===== config.mk =====
export PLATFORM = sky130hd
export DESIGN_NAME = mvm_stream_banked_flat
export DESIGN_NICKNAME = d
export VERILOG_FILES = /design/src/rtl/mvm_stream_banked_if.sv /design/src/rtl/mvm_stream_banked.sv /design/src/flat_wrapper.sv
export SDC_FILE = /design/constraint.sdc
export NUM_CORES = 1
export LEC_CHECK = 0
export CORE_ASPECT_RATIO = 1.1
export CORE_MARGIN = 4
export CORE_UTILIZATION = 55
export CTS_CLUSTER_SIZE = 24
export DETAILED_ROUTE_END_ITERATION = 12
export PLACE_DENSITY = 0.71
export SLEW_MARGIN = 40
export SYNTH_ARGS = -nofsm -noshare
export SYNTH_HDL_FRONTEND = slang
export SYNTH_SLANG_ARGS = --single-unit

===== constraint.sdc =====
create_clock -name clk -period 18.17 [get_ports clk]
set_input_delay 1.817 -clock clk [delete_from_list [all_inputs] [get_ports clk]]
set_output_delay 1.817 -clock clk [all_outputs]
set_load 0.1 [all_outputs]

===== src/rtl/mvm_stream_banked_if.sv =====
// Ready/valid stream bundle for mvm_stream_banked: element input and result output.
interface mvm_stream_banked_if #(
  parameter int B  = 8,
  parameter int OW = 16
) ();
  logic                 s_valid;
  logic                 s_ready;
  logic signed [B-1:0]  s_data;
  logic                 m_valid;
  logic                 m_ready;
  logic signed [OW-1:0] m_data;
  logic                 m_last;

  modport slave  (input  s_valid, s_data, m_ready, output s_ready, m_valid, m_data, m_last);
  modport master (output s_valid, s_data, m_ready, input  s_ready, m_valid, m_data, m_last);
endinterface


===== src/rtl/mvm_stream_banked.sv =====
// Streamed y = A*x for a persistent MxN signed matrix, P rows per group in parallel MAC lanes.
// Matrix rows are interleaved across P banks (row mod P) so each lane reads its own bank.
module mvm_stream_banked #(
  parameter int M   = 8,
  parameter int N   = 8,
  parameter int B   = 8,
  parameter int P   = 2,
  parameter int OW  = 16,
  parameter int SAT = 1
) (
  input  logic               clk,
  input  logic               reset_n,
  input  logic               load_matrix,
  mvm_stream_banked_if.slave s,
  output logic               mat_loaded,
  output logic               err
);
  localparam int unsigned GRP   = M / P;
  localparam int unsigned DEPTH = GRP * N;
  localparam int unsigned ACC   = 2 * B + $clog2(N);
  localparam int unsigned PW    = 2 * B;
  localparam int unsigned AW    = (DEPTH > 1) ? $clog2(DEPTH) : 1;
  localparam int unsigned XW    = (N > 1) ? $clog2(N) : 1;
  localparam int unsigned CW    = $clog2(N + 1);
  localparam int unsigned GW    = (GRP > 1) ? $clog2(GRP) : 1;
  localparam int unsigned LW    = (P > 1) ? $clog2(P) : 1;
  localparam int unsigned W     = (ACC > OW) ? ACC : OW;
  localparam logic signed [W-1:0] SAT_MAX = {{(W-OW+1){1'b0}}, {(OW-1){1'b1}}};
  localparam logic signed [W-1:0] SAT_MIN = {{(W-OW+1){1'b1}}, {(OW-1){1'b0}}};

  typedef enum logic [2:0] {S_IDLE, S_LOAD_A, S_LOAD_X, S_COMPUTE, S_OUT} state_t;
  state_t r_state, w_state_nx;

  logic signed [B-1:0]   r_mem [P][DEPTH];
  logic signed [B-1:0]   r_x   [N];
  logic signed [B-1:0]   r_rd  [P];
  logic signed [B-1:0]   r_xrd;
  logic signed [ACC-1:0] r_acc [P];
  logic signed [PW-1:0]  w_prod [P];
  logic [XW-1:0] r_col;
  logic [LW-1:0] r_wbank, r_lane;
  logic [GW-1:0] r_wgrp, r_g;
  logic [CW-1:0] r_cyc;
  logic          r_mat_loaded, r_err;
  logic          w_s_fire, w_m_fire, w_col_last, w_a_last, w_grp_last, w_lane_last, w_cyc_last;
  logic          w_s_ready, w_m_valid, w_m_last;
  logic signed [OW-1:0] w_m_data, w_sat;
  logic signed [W-1:0]  w_ext;
  logic [AW-1:0] w_waddr, w_raddr;

  assign w_s_fire    = s.s_valid && w_s_ready;
  assign w_m_fire    = w_m_valid && s.m_ready;
  assign w_col_last  = (r_col == XW'(N - 1));
  assign w_a_last    = w_col_last && (r_wbank == LW'(P - 1)) && (r_wgrp == GW'(GRP - 1));
  assign w_grp_last  = (r_g == GW'(GRP - 1));
  assign w_lane_last = (r_lane == LW'(P - 1));
  assign w_cyc_last  = (r_cyc == CW'(N));
  assign w_waddr     = AW'(r_wgrp) * AW'(N) + AW'(r_col);
  assign w_raddr     = AW'(r_g) * AW'(N) + AW'(r_cyc);

  always_ff @(posedge clk or negedge reset_n) begin
    if (!reset_n) r_state <= S_IDLE;
    else          r_state <= w_state_nx;
  end

  always_comb begin
    w_state_nx = r_state;
    case (r_state)
      S_IDLE:    if (load_matrix) w_state_nx = S_LOAD_A;
                 else if (r_mat_loaded) w_state_nx = S_LOAD_X;
      S_LOAD_A:  if (w_s_fire && w_a_last) w_state_nx = S_LOAD_X;
      S_LOAD_X:  if (load_matrix) w_state_nx = S_LOAD_A;
                 else if (w_s_fire && w_col_last) w_state_nx = S_COMPUTE;
      S_COMPUTE: if (w_cyc_last) w_state_nx = S_OUT;
      S_OUT:     if (w_m_fire && w_lane_last) w_state_nx = w_grp_last ? S_LOAD_X : S_COMPUTE;
      default:   w_state_nx = S_IDLE;
    endcase
  end

  always_comb begin
    w_s_ready = (r_state == S_LOAD_A) || (r_state == S_LOAD_X);
    w_m_valid = (r_state == S_OUT);
    w_m_last  = w_m_valid && w_grp_last && w_lane_last;
    w_m_data  = w_m_valid ? w_sat : '0;
  end

  always_comb begin
    w_ext = W'(r_acc[r_lane]);
    if (SAT != 0 && w_ext > SAT_MAX)      w_sat = SAT_MAX[OW-1:0];
    else if (SAT != 0 && w_ext < SAT_MIN) w_sat = SAT_MIN[OW-1:0];
    else                                  w_sat = w_ext[OW-1:0];
  end

  always_comb begin
    for (int unsigned p = 0; p < P; p++) w_prod[p] = PW'(r_rd[p]) * PW'(r_xrd);
  end

  // Operand reads in COMPUTE cycle j land in r_rd/r_xrd and are accumulated one cycle later.
  always_ff @(posedge clk) begin
    if (r_state == S_LOAD_A && w_s_fire) begin
      for (int unsigned p = 0; p < P; p++)
        if (r_wbank == LW'(p)) r_mem[p][w_waddr] <= s.s_data;
    end
    if (r_state == S_LOAD_X && w_s_fire) r_x[r_col] <= s.s_data;
    if (r_state == S_COMPUTE && !w_cyc_last) begin
      for (int unsigned p = 0; p < P; p++) r_rd[p] <= r_mem[p][w_raddr];
      r_xrd <= r_x[XW'(r_cyc)];
    end
  end

  always_ff @(posedge clk or negedge reset_n) begin
    if (!reset_n) begin
      r_col        <= '0;
      r_wbank      <= '0;
      r_wgrp       <= '0;
      r_cyc        <= '0;
      r_g          <= '0;
      r_lane       <= '0;
      r_mat_loaded <= 1'b0;
      r_err        <= 1'b0;
      for (int unsigned p = 0; p < P; p++) r_acc[p] <= '0;
    end else begin
      if (load_matrix && (r_state == S_LOAD_A || r_state == S_COMPUTE || r_state == S_OUT))
        r_err <= 1'b1;
      case (r_state)
        S_IDLE, S_LOAD_X: begin
          if (load_matrix) begin
            r_col        <= '0;
            r_wbank      <= '0;
            r_wgrp       <= '0;
            r_mat_loaded <= 1'b0;
          end else if (r_state == S_LOAD_X && w_s_fire) begin
            r_col <= w_col_last ? '0 : r_col + 1'b1;
          end
        end
        S_LOAD_A: if (w_s_fire) begin
          r_col <= w_col_last ? '0 : r_col + 1'b1;
          if (w_col_last) begin
            r_wbank <= (r_wbank == LW'(P - 1)) ? '0 : r_wbank + 1'b1;
            if (r_wbank == LW'(P - 1)) r_wgrp <= (r_wgrp == GW'(GRP - 1)) ? '0 : r_wgrp + 1'b1;
          end
          if (w_a_last) r_mat_loaded <= 1'b1;
        end
        S_COMPUTE: begin
          r_cyc <= w_cyc_last ? '0 : r_cyc + 1'b1;
          for (int unsigned p = 0; p < P; p++)
            r_acc[p] <= (r_cyc == '0) ? '0 : r_acc[p] + ACC'(w_prod[p]);
        end
        S_OUT: if (w_m_fire) begin
          r_lane <= w_lane_last ? '0 : r_lane + 1'b1;
          if (w_lane_last) r_g <= w_grp_last ? '0 : r_g + 1'b1;
        end
        default: ;
      endcase
    end
  end

  assign s.s_ready  = w_s_ready;
  assign s.m_valid  = w_m_valid;
  assign s.m_data   = w_m_data;
  assign s.m_last   = w_m_last;
  assign mat_loaded = r_mat_loaded;
  assign err        = r_err;
endmodule


===== src/flat_wrapper.sv =====
// flat-port wrapper written by rule: the top's interface ports become plain ports
module mvm_stream_banked_flat 
#(
  parameter int M   = 8,
  parameter int N   = 8,
  parameter int B   = 8,
  parameter int P   = 2,
  parameter int OW  = 16,
  parameter int SAT = 1
)
  (clk, reset_n, load_matrix, mat_loaded, err, s_s_valid, s_s_data, s_m_ready, s_s_ready, s_m_valid, s_m_data, s_m_last);
  mvm_stream_banked_if #(.B(B), .OW(OW)) s_i ();
  input  logic clk;
  input  logic reset_n;
  input  logic load_matrix;
  output logic mat_loaded;
  output logic err;
  input wire logic [$bits(s_i.s_valid)-1:0] s_s_valid;
  input wire logic [$bits(s_i.s_data)-1:0] s_s_data;
  input wire logic [$bits(s_i.m_ready)-1:0] s_m_ready;
  output wire logic [$bits(s_i.s_ready)-1:0] s_s_ready;
  output wire logic [$bits(s_i.m_valid)-1:0] s_m_valid;
  output wire logic [$bits(s_i.m_data)-1:0] s_m_data;
  output wire logic [$bits(s_i.m_last)-1:0] s_m_last;
  assign s_i.s_valid = s_s_valid;
  assign s_i.s_data = s_s_data;
  assign s_i.m_ready = s_m_ready;
  assign s_s_ready = s_i.s_ready;
  assign s_m_valid = s_i.m_valid;
  assign s_m_data = s_i.m_data;
  assign s_m_last = s_i.m_last;
  mvm_stream_banked #(.M(M), .N(N), .B(B), .P(P), .OW(OW), .SAT(SAT)) u_core (.clk(clk), .reset_n(reset_n), .load_matrix(load_matrix), .s(s_i), .mat_loaded(mat_loaded), .err(err));
endmodule

==> results.txt, run 1 <==
- Result of the run: finished, final reports clean
- Number of buffers created by CTS: 67
- Final sum of negative setup slack: 0 ns
* Layout Skew: 0.0356 ns
- Across the run, the number of max-cap violations was 0.
- Peak fanout along the critical path: 18
- In this run, post-CTS repair resized a total of 0 instances.
- The final-report hold violation count came to 0.
* Post-layout net count: 2324
- Data arrives at the worst endpoint at 6.97 ns.
- Post-CTS timing repair inserted 0 buffers for setup.
* Top area cells in the synthesized netlist: sky130_fd_sc_hd__edfxtp_1 (56%), sky130_fd_sc_hd__mux4_2 (12%), sky130_fd_sc_hd__fa_1 (7.0%), sky130_fd_sc_hd__dfrtp_1 (4.4%), sky130_fd_sc_hd__ha_1 (4.2%)
- Topmost layer with routed signal wires: met4
* DR pass1 iterations: 5
- Initial core utilization: 55.8%
- Synth cell types: between 50 and 60
- Number of antenna violations at the first check in global routing: 0
* Placed wire-length estimate after detailed placement: between 40000 and 50000 um
* Type of destination of the critical path: flip-flop
- Fin. max-slew vios: 0
- During synthesis, Yosys emitted a total of 0 warnings.
* Placer congestion estimate: 0.892
- Number of setup violations in the final report: 0
* Mapped Area: 0.0322 mm2
* Total area of multi-input combinational cells: 0.0118 mm2
* Shortest period the worst path allows: 6.44 ns
- Portion of synthesized cell area occupied by the leading cell type: a little under three fifths
- At the pin with the least slew margin, the transition time is 0.859 ns.
* Number of flops mapped to enable cells by yosys: 600
- Nature of the critical path startpoint: flip-flop
- During I/O placement, the number of pins put on the boundary was 34.
* GRT Overall Usage: 22.4%
- The average instance in the mapped netlist occupies 15.8 um2.
* Share of the clock period used by the worst path after layout: 35.4%
* Class of the most critical setup path: reg -> reg
* Ys async rst share: 8.54%
- Of the cells placed in the final design, the portion with a size suffix greater than 1 is 18.1%.
- Data on the critical path is required at its endpoint by 18.70 ns.
- Summing over every cut layer, the via total after detailed routing is 17100.
- Slew margin rel.: 42.5%
- Length of routed met2 wiring: 35200 um
* Maximum clock path buffer count: 3
- In this run the horizontal extent of the chip is 239 um.
* Register clock-pin slew on the reported worst setup and hold paths: 0.06 ns
* Drt first-iter violations: 1439
- Summed over all nets, wire length on met3 after detailed routing comes to 4350 um.
* Met1 layer wirelength in the final routing: 26500 um
* Flip-flop and latch count after synthesis: 656
* RSZ-0062 raised after global routing: no
* Std cell rows: between 90 and 100
- The number of antenna diodes in the final layout is 0.
* Most numerous cell in the Yosys netlist: sky130_fd_sc_hd__edfxtp_1
- In this run the clock root is driven by a sky130_fd_sc_hd__clkbuf_16.
- Worst-skew pair later-pin latency: 0.61 ns
* Highest clock rate: between 150 and 200 MHz
- Number of cells in the finished layout apart from fillers: 2894
- TritonCTS built the clock tree.
* Number of vias per cell after detailed routing: 5.92
- Most used standard cells in the synthesized netlist: sky130_fd_sc_hd__edfxtp_1 (600), sky130_fd_sc_hd__inv_1 (200), sky130_fd_sc_hd__mux4_2 (176)
- After global routing the overflow that remains totals 0.
* Floorplan die area: 0.0625 mm2
* Post-Syn Nets: 2270
- Area taken by flip-flops and latches: 0.0194 mm2
- In the routed design, unresolved DRC markers number 0.
- Including well taps, the total number of placed cells is 2774.
- Fillcell total: 4067
- The first global-routing pass estimated between 100000 and 150000 um of wire.
* Antenna viol nets, final: 0
* Final wirelength: 68000 um
- Clock sinks: 656
* Number of standard cells after synthesis: 2038
- Die H: between 200 and 300 um
- Design area: 0.0355 mm2
* Library cell with the largest summed area after synthesis: sky130_fd_sc_hd__edfxtp_1
- In this run the standard cell core region covers 0.0577 mm2.
- Share of synthesized area occupied by flip-flops and latches: 60.3%
- The number of global-route vias before repair came to 18000.
* Cell area reported after detailed placement: 0.0333 mm2
- Buffers on Ports: 33
- Flip-flop cell with the highest count after synthesis: sky130_fd_sc_hd__edfxtp_1
- Entering global routing, the biggest net connects 73 pins.
- Clock H-tree levels: 3
- In this run, post-CTS hold repair placed 0 buffers.
- Min Hold Slack: 0.478 ns
- Average routed wire per standard cell: around 24 um
- Syn-to-layout area delta: 10.3%
- The path class of the tightest hold or removal check is reg -> reg.
-- final timing paths --
check | to | slack (ns) | from | cells after the start
worst max-delay path | u_core.r_acc[18]$_DFFE_PN0P_ | 11.73 | u_core.r_xrd[7]$_DFFE_PP_ | 25
worst min-delay path | u_core.err$_DFFE_PN0P_ | 0.48 | u_core.err$_DFFE_PN0P_ | 1
worst max register to register | u_core.r_acc[18]$_DFFE_PN0P_ | 11.73 | u_core.r_xrd[7]$_DFFE_PP_ | 25
worst min register to register | u_core.err$_DFFE_PN0P_ | 0.48 | u_core.err$_DFFE_PN0P_ | 1
max in group asynchronous | u_core.r_cyc[0]$_DFFE_PN0P_ | 16.44 | reset_n | 2
min in group asynchronous | u_core.r_acc[24]$_DFFE_PN0P_ | 1.26 | reset_n | 2
-- routing by layer --
metal,up-vias,global-route usage [%]
li1,7654,-
met1,8790,29.3
met2,566,38.8
met3,110,3.90
met4,0,6.81
met5,-,0
-- registers in the layout, indices dropped and copies added (netlist names) --
signal / flops
u_core.r_col: 3
u_core.r_wgrp: 2
u_core.err: 1
u_core.r_rd: 16
u_core.r_g: 2
u_core.r_lane: 1
u_core.r_mem: 512
u_core.r_cyc: 4
u_core.mat_loaded: 1
u_core.r_x: 64
u_core.r_xrd: 8
u_core.r_wbank: 1
u_core.r_acc: 38
u_core.r_state: 3
-- placed cells by master (no fill, tap or decap), types with 54 or more instances in the layout --
cell	instances
sky130_fd_sc_hd__mux4_2	176
sky130_fd_sc_hd__nor2_1	85
sky130_fd_sc_hd__ha_1	107
sky130_fd_sc_hd__and2_1	88
sky130_fd_sc_hd__o21ai_0	54
sky130_fd_sc_hd__fa_1	112
sky130_fd_sc_hd__edfxtp_1	600
sky130_fd_sc_hd__clkbuf_16	71
sky130_fd_sc_hd__nand2_1	122
sky130_fd_sc_hd__inv_1	199
-- worst max-delay path, stage by stage (launching register included) --
cell	delay (ns)
sky130_fd_sc_hd__edfxtp_1	0.73
sky130_fd_sc_hd__nand2b_1	0.18
sky130_fd_sc_hd__fa_1	0.55
sky130_fd_sc_hd__fa_1	0.56
sky130_fd_sc_hd__inv_1	0.06
sky130_fd_sc_hd__fa_1	0.53
sky130_fd_sc_hd__inv_1	0.06
sky130_fd_sc_hd__fa_1	0.52
sky130_fd_sc_hd__inv_1	0.04
sky130_fd_sc_hd__ha_1	0.32
sky130_fd_sc_hd__a21oi_1	0.21
sky130_fd_sc_hd__o21bai_1	0.08
sky130_fd_sc_hd__a21oi_1	0.22
sky130_fd_sc_hd__o21bai_1	0.09
sky130_fd_sc_hd__a21oi_1	0.21
sky130_fd_sc_hd__o21bai_1	0.08
sky130_fd_sc_hd__a21oi_1	0.18
sky130_fd_sc_hd__xnor2_1	0.15
sky130_fd_sc_hd__ha_1	0.30
sky130_fd_sc_hd__nor2b_1	0.15
sky130_fd_sc_hd__o21ai_0	0.17
sky130_fd_sc_hd__nand3_1	0.12
sky130_fd_sc_hd__o41ai_1	0.33
sky130_fd_sc_hd__xor2_1	0.13
sky130_fd_sc_hd__or3_1	0.32
sky130_fd_sc_hd__o21ai_1	0.08
-- stage by stage --
stage	setup slack [ns]	utilization (%)
after detailed placement	11.73	57.7
after CTS	11.72	61.4
after floorplan	11.40	-
final	11.73	61.6
after global placement	11.87	57.8
after global routing	11.26	61.6
-- logic make-up (layout without fill, tap and decap cells) --
group / count (synthesis) / in the layout / synth area share, %
fa+ha+maj: 219 / 219 / 11.1
flops: 656 / 656 / 60.3
mux: 213 / 213 / 13.5
xor+xnor: 64 / 64 / 1.74
compound gates: 194 / 194 / 3.84
simple gates: 420 / 420 / 6.26
buf+inv: 272 / 376 / 3.22
-- layout make-up --
class	instances	area share (%)
sequential	656	54.7
multi-input combinational	1110	33.3
clock buffer	89	5.22
tap	752	2.65
inverter	202	2.13
timing repair buffer	55	1.15
clock inverter	30	0.821
Power of run 1 is not shown: default switching activity piles up to over one toggle a cycle in this logic, so the estimate is an artifact.
==> run 2, diff against run 1 <==
--- a/config.mk
+++ b/config.mk
@@ -10,7 +10,7 @@
 export CORE_UTILIZATION = 55
 export CTS_CLUSTER_SIZE = 24
 export DETAILED_ROUTE_END_ITERATION = 12
-export PLACE_DENSITY = 0.71
+export PLACE_DENSITY = 0.74
 export SLEW_MARGIN = 40
 export SYNTH_ARGS = -nofsm -noshare
 export SYNTH_HDL_FRONTEND = slang
==> constraint.sdc (replaced) <==
create_clock -name clk -period 5.2 [get_ports clk]
set_input_delay 0.52 -clock clk [delete_from_list [all_inputs] [get_ports clk]]
set_output_delay 0.52 -clock clk [all_outputs]
set_load 0.1 [all_outputs]
==> run 2 against run 1 <==
  * The flow now finishes with violations (negative setup slack)
  * Wire length rose by 7.1%
  * Die area stayed put
  * Critical path depth increased by 3
  * Worst hold slack lost 0.20 ns
  * Clock skew down 0.0058 ns
  * Largest cell class unchanged
==> results.txt, run 2 (synthesis gave the netlist of run 1 again) <==
* Result of the run: finished, violations left (was finished, final reports clean)
- The final reports fail on negative setup slack.
- The flip-flop count of the largest register, all copies and words added is 512 (unchanged).
* Number of setup violations in the final report: 14 (was 0)
- The antenna diode count came to 0 (unchanged).
* Clock root buffer: sky130_fd_sc_hd__clkbuf_16 (unchanged)
- The x dimension of the die is 239 um (unchanged).
- Critical R2R Launch: u_core.r_xrd[1]$_DFFE_PP_ (was u_core.r_xrd[7]$_DFFE_PP_)
- The total wire length after detailed routing was 72900 um (was 68000 um).
- The routed via count divided by cell count came to 5.91 (was 5.92).
- The peak fanout along the critical path came to 3 (was 18).
* Number of buffers created by CTS: 67 (unchanged)
* Register clock-pin slew on the reported worst setup and hold paths: 0.06 ns (about the same)
- The capturing element type of the critical path is a flip-flop (unchanged).
* Maximum clock path buffer count: 3 (unchanged)
- Max-cap violations: 0 (unchanged)
* Nature of the critical path startpoint: flip-flop (unchanged)
- The standard-cell row count is 92 (unchanged).
- The setup skew after layout was 0.0298 ns (was 0.0356 ns).
* Fin. max-slew vios: 0 (unchanged)
- The capture instance of the worst register-to-register path is u_core.r_acc[36]$_DFFE_PN0P_ (was u_core.r_acc[18]$_DFFE_PN0P_).
- CP max stage delay: 0.53 ns (was 0.73 ns)
* Overflow left after global routing: 0 (unchanged)
- The slack of the worst reg-to-reg path came to -0.79 ns (was 11.73 ns).
* Fillcell total: 3916 (was 4067)
- Transition at the pin with the smallest max-transition slack: 0.859 ns (about the same)
* Placed wire-length estimate after detailed placement: 45800 um (was 43700 um)
- Min Hold Slack: 0.276 ns (was 0.478 ns)
- RSZ-0062 raised after global routing: yes (was no).
- Antenna viol nets, final: 0 (unchanged)
* Clock sinks: 656 (unchanged)
- The maximum operating frequency is 167 MHz (was 155 MHz).
* Initial core utilization: 55.8% (unchanged)
- The first-pass iteration count of the detailed router came to 5 (unchanged).
- Most frequent cell on the critical path: sky130_fd_sc_hd__fa_1
- Worst Path Required: 5.68 ns (was 18.70 ns)
* Floorplan die area: 0.0625 mm2 (unchanged)
* Average routed wire per standard cell: 23.7 um (was 23.5 um)
- The count of input and output buffers was 33 (unchanged).
- Share of the clock period used by the worst path after layout: 115% (was 35.4%)
* Critical Path AT: 6.47 ns (was 6.97 ns)
- The number of DRC markers in iteration 0 came to 1605 (was 1439).
* Number of antenna violations at the first check in global routing: 1 (was 0)
- Crit path max-delay cell type: sky130_fd_sc_hd__fa_1 (was sky130_fd_sc_hd__edfxtp_1)
* Largest register by flop count: u_core.r_mem (unchanged)
- Number of vias after detailed routing: 18200 (was 17100)
* Endpoints failing hold: 0 (unchanged)
* Placer congestion estimate: 0.892 (about the same)
- Worst Slack Setup Final: -0.785 ns (was 11.73 ns)
* Die H: 262 um (unchanged)
- Area of the core region: 0.0577 mm2 (unchanged)
- The depth of the worst register-to-register path came to 28 (was 25).
* Post-route core utilization: 65.0% (was 61.6%)
- Most frequent cells in the layout: sky130_fd_sc_hd__edfxtp_1 (600), sky130_fd_sc_hd__inv_1 (190), sky130_fd_sc_hd__buf_4 (178), sky130_fd_sc_hd__mux4_2 (176), sky130_fd_sc_hd__nand2_1 (119) (was sky130_fd_sc_hd__edfxtp_1 (600), sky130_fd_sc_hd__inv_1 (199), sky130_fd_sc_hd__mux4_2 (176), sky130_fd_sc_hd__nand2_1 (122), sky130_fd_sc_hd__fa_1 (112)).
- Clock H-tree levels: 3 (unchanged)
- The CTS tree is built (unchanged).
- First-pass GRT wire length: 113000 um (was 106000 um)
* Pre-CTS WS: -0.780 ns (was 11.73 ns)
* Leading cell type in the layout, fill and taps excluded: sky130_fd_sc_hd__edfxtp_1 (unchanged)
* Largest net degree at the start of global routing: 73 (unchanged)
- Largest registers ranked by flip-flop count: u_core.r_mem x512, u_core.r_x x64, u_core.r_acc x38 (unchanged)
* HP Class: in -> async (was reg -> reg)
- The remaining design rule violation count is 0 (unchanged).
* Fraction of layout instances using a drive strength above 1: 28.3% (was 18.1%)
- Worst-skew pair later-pin latency: 0.61 ns (about the same)
* Number of ports placed on the die boundary: 34 (unchanged)
- The category of the most critical setup path is reg -> reg (unchanged).
- Slew margin rel.: 42.7% (was 42.5%)
- The final period demand of the worst path was 5.99 ns (was 6.44 ns).
- Syn-to-layout area delta: 16.3% (was 10.3%)
- Post-layout net count: 2506 (was 2324)
- Worst setup path startpoint: u_core.r_xrd[1]$_DFFE_PP_ (was u_core.r_xrd[7]$_DFFE_PP_)
* Via count of the first global-routing pass: 18800 (was 18000)
- The global-route total usage across every layer was 23.8% (was 22.4%).
-- run 2: worst max-delay path, delay by kind of cell (launching register included) --
family          cells  cell delay (ns)
buf+inv             6             0.49
simple gates        6             0.94
xor+xnor            2             0.35
flops               1             0.44
fa+ha+maj           6             2.49
compound gates      8             1.17
-- run 2: worst max-delay path by stage --
stage / endpoint / slack (ns) / cells past startpoint
after floorplan: u_core.r_acc[18]$_DFFE_PN0P_ / -0.46 / 26
after global placement: u_core.r_acc[36]$_DFFE_PN0P_ / -0.69 / 24
after detailed placement: u_core.r_acc[36]$_DFFE_PN0P_ / -0.78 / 26
after CTS: u_core.r_acc[36]$_DFFE_PN0P_ / -0.68 / 26
after global routing: u_core.r_acc[36]$_DFFE_PN0P_ / -0.97 / 26
final: u_core.r_acc[36]$_DFFE_PN0P_ / -0.79 / 28
-- run 2: repair_timing --
item                                    CTS  global route
hold buffers                              1             0
resized for setup                        67            57
endpoints found under the hold margin     6             0
setup buffers                            17            17
endpoints found under the setup margin   14            20
cloned                                    0             2
pin swaps                                41            64
-- run 2: per-stage QoR --
stage,area (um2),std cells,TNS [ns]
2_1_floorplan,32300,2038,-1.77
3_3_place_gp,34600,2922,-5.71
3_5_place_dp,34500,2922,-6.90
4_1_cts,37000,3055,-5.81
5_1_grt,37500,3072,-10.80
6_report,37500,3072,-6.69
-- run 2: final cells by class --
cell class                 instances  area, um2  area share, %
multi-input combinational       1110      12400           33.2
clock inverter                    35        303          0.808
sequential                       656      19400           51.9
inverter                         202        758           2.02
timing repair buffer             237       1810           4.84
tap                              752        941           2.51
clock buffer                      80       1770           4.72
-- run 2: routing by layer --
metal / vias up / GRT usage [%] / share of wire, %
met5: - / 0 / 0
met4: 0 / 8.35 / 3.2
met3: 142 / 3.59 / 6.2
met2: 701 / 40.4 / 52
met1: 9307 / 31.8 / 39
li1: 8008 / - / -
Power of run 2 is left out for the same reason.
==> run 3, diff against run 2 <==
--- a/config.mk
+++ b/config.mk
@@ -8,9 +8,9 @@
 export CORE_ASPECT_RATIO = 1.1
 export CORE_MARGIN = 4
 export CORE_UTILIZATION = 55
-export CTS_CLUSTER_SIZE = 24
+export CTS_CLUSTER_SIZE = 16
 export DETAILED_ROUTE_END_ITERATION = 12
-export PLACE_DENSITY = 0.74
+export PLACE_DENSITY_LB_ADDON = 0.25
 export SLEW_MARGIN = 40
 export SYNTH_ARGS = -nofsm -noshare
 export SYNTH_HDL_FRONTEND = slang
==> run 3 against run 2 <==
  * The flow still finishes with violations (negative setup slack)
  * Final area shrank 0.27%
  * Setup slack lost 0.0071 ns
  * Via count shrank 1.1%
  * Clock skew shrank 0.0071 ns
  * Largest cell class unchanged
==> results.txt, run 3 (synthesis gave the netlist of run 1 again) <==
- The layout cell share with drive strength beyond 1 was 27.1% (was 28.3%).
- Floorplan die area: 0.0625 mm2 (unchanged)
- Length of routed met2 wiring: 37400 um (was 37800 um)
- Endpoints failing hold: 0 (unchanged)
- The smallest setup slack after layout is -0.792 ns (was -0.785 ns).
- The half-perimeter wire length of the detailed placement result is 46600 um (was 45800 um).
- Number of cell instances on the worst register-to-register path: 26 (was 28)
- First-pass GRT wire length: 110000 um (was 113000 um)
* HP Class: in -> async (unchanged)
- The total wire length after detailed routing was 71500 um (was 72900 um).
- Number of setup violations in the final report: 13 (was 14)
* Std cell rows: 92 (unchanged)
- The capture instance of the worst register-to-register path was u_core.r_acc[36]$_DFFE_PN0P_ (unchanged).
- The cell count after placement was 2929 (was 2922).
* Clock sinks: 656 (unchanged)
- Highest clock rate: 167 MHz (about the same)
- Largest register by flop count: u_core.r_mem (unchanged)
* Capturing element of the worst setup path: u_core.r_acc[36]$_DFFE_PN0P_ (unchanged)
* Met1 layer wirelength in the final routing: 27600 um (was 28100 um)
* Dominant delay contributor by cell family on the critical path: adder cells (unchanged)
- CP max stage delay: 0.48 ns (was 0.53 ns)
* Critical Path AT: 6.47 ns (about the same)
- The initial core utilization is 55.8% (unchanged).
- Number of buffers created by CTS: 69 (was 67)
- The global-route total usage across every layer is 23.2% (was 23.8%).
- The slack of the worst reg-to-reg path is -0.79 ns (about the same).
- Worst setup path startpoint: u_core.r_xrd[3]$_DFFE_PP_ (was u_core.r_xrd[1]$_DFFE_PP_)
- Fin. max-slew vios: 0 (unchanged)
- Worst-skew pair later-pin latency: 0.60 ns (was 0.61 ns)
- Class of the most critical setup path: reg -> reg (unchanged)
- Worst Path Required: 5.68 ns (about the same)
* Fillcell total: 3964 (was 3916)
- The peak fanout along the critical path was 7 (was 3).
* Placer congestion estimate: 0.864 (was 0.892)
* Failing checks: negative setup slack (unchanged)
* Number of cells in the finished layout apart from fillers: 3072 (unchanged)
- The CTS tree is built (unchanged).
- The signed area change from the synthesized netlist to the final layout was 16.0% (was 16.3%).
- The sort of element at the start of the critical path was a flip-flop (unchanged).
- Final sum of negative setup slack: -5.08 ns (was -6.69 ns)
- Largest net degree at the start of global routing: 73 (unchanged)
* Post-route core utilization: 64.8% (was 65.0%)
- Critical R2R Launch: u_core.r_xrd[3]$_DFFE_PP_ (was u_core.r_xrd[1]$_DFFE_PP_)
* Levels on crit path: 26 (was 28)
- Width of the die: 239 um (unchanged)
- The final period demand of the worst path was 5.99 ns (about the same).
- Post-layout net count: 2502 (was 2506)
- The total via count after detailed routing was 18000 (was 18200).
* Die H: 262 um (unchanged)
- The critical-path cell with the highest stage delay was sky130_fd_sc_hd__or4_1 (was sky130_fd_sc_hd__fa_1).
- Drt first-iter violations: 1479 (was 1605)
- The root buffer cell is sky130_fd_sc_hd__clkbuf_16 (unchanged).
* Post-detailed-route DRC marker count: 0 (unchanged)
- Largest registers ranked by flip-flop count: u_core.r_mem x512, u_core.r_x x64, u_core.r_acc x38 (unchanged)
* Met3 wire length: 4190 um (was 4550 um)
- Via count of the first global-routing pass: 18700 (was 18800)
- Most frequent cells in the layout: sky130_fd_sc_hd__edfxtp_1 (600), sky130_fd_sc_hd__inv_1 (192), sky130_fd_sc_hd__buf_4 (179), sky130_fd_sc_hd__mux4_2 (176), sky130_fd_sc_hd__nand2_1 (120) (was sky130_fd_sc_hd__edfxtp_1 (600), sky130_fd_sc_hd__inv_1 (190), sky130_fd_sc_hd__buf_4 (178), sky130_fd_sc_hd__mux4_2 (176), sky130_fd_sc_hd__nand2_1 (119))
- Slew margin rel.: 41.5% (was 42.7%)
- Topmost layer with routed signal wires: met4 (unchanged)
* Overflow left after global routing: 0 (unchanged)
- Share of the clock period used by the worst path after layout: 115% (about the same)
- RSZ-0062 raised after global routing: yes (unchanged).
* Antenna viol nets, final: 0 (unchanged)
* Area of the core region: 0.0577 mm2 (unchanged)
- The number of antenna violations at the first check in global routing came to 1 (unchanged).
- The measured slew at the worst slew-check pin is 0.874 ns (was 0.859 ns).
- Average routed wire per standard cell: 23.3 um (was 23.7 um)
- Layout Skew: 0.0227 ns (was 0.0298 ns)
- The flip-flop count of the largest register, all copies and words added came to 512 (unchanged).
* Buffers on Ports: 33 (unchanged)
* Type of destination of the critical path: flip-flop (unchanged)
- Number of ports placed on the die boundary: 34 (unchanged)
- The routed via count divided by cell count was 5.84 (was 5.91).
- Maximum clock path buffer count: 3 (unchanged)
* Clock H-tree levels: 3 (unchanged)
- The most frequent standard cell in the layout excluding fill and tap cells was sky130_fd_sc_hd__edfxtp_1 (unchanged).
- The first-pass iteration count of the detailed router is 5 (unchanged).
- Crit path buf inv count: 4 (was 6)
- The clock-pin transition on the worst setup and hold timing paths is 0.06 ns (about the same).
* Max-cap violations: 0 (unchanged)
- Result of the run: finished, violations left (unchanged)
==> run 3: cell types whose count changed in the layout (fill, tap and decap cells not counted), sizes merged <==
cell and change:
diode +1, bufinv +2, clkinv +3, buf -6, clkinvlp +1, clkbuf -1
==> run 3: worst min path at each step <==
stage,endpoint,cells past startpoint,from
finish,u_core.r_g[0]$_DFFE_PN0P_,2,reset_n
CTS,u_core.r_g[0]$_DFFE_PN0P_,2,reset_n
detailed placement,u_core.err$_DFFE_PN0P_,1,u_core.err$_DFFE_PN0P_
global route,u_core.r_g[0]$_DFFE_PN0P_,2,reset_n
floorplan,u_core.err$_DFFE_PN0P_,0,reset_n
global placement,u_core.err$_DFFE_PN0P_,1,u_core.err$_DFFE_PN0P_
==> run 3: layer usage <==
metal | GRT usage [%] | up-vias
li1 | - | 8018
met1 | 29.8 | 9201
met2 | 40.4 | 613
met3 | 3.63 | 118
met4 | 8.26 | 0
met5 | 0 | -
==> run 3: metrics by stage <==
step / setup slack, ns / instance area [um2] / hold slack, ns
after floorplan: -0.464 / 32300 / 0.224
after global placement: -0.657 / 34600 / 0.501
after detailed placement: -0.722 / 34500 / 0.495
after CTS: -0.679 / 36800 / 0.415
after global routing: -1.04 / 37400 / 0.468
final: -0.792 / 37400 / 0.444
==> run 3: timing repair <==
item,4_1_cts,5_1_grt
hold buffers,1,0
hold endpoints to repair,18,0
pin swaps,8,46
setup endpoints to repair,15,20
buffers inserted,5,17
gates resized for setup,21,70
==> run 3: area by class of cell <==
type | instances | area [um2] | area share [%]
repair buffers | 231 | 1800 | 4.82
clock inverters | 41 | 393 | 1.05
well taps | 752 | 941 | 2.52
flip-flops and latches | 656 | 19400 | 52.0
diodes | 1 | 2.50 | 0.00670
clock buffers | 79 | 1790 | 4.78
multi-input cells | 1110 | 12300 | 32.8
inverters | 202 | 758 | 2.03
Power of run 3 is left out for the same reason.
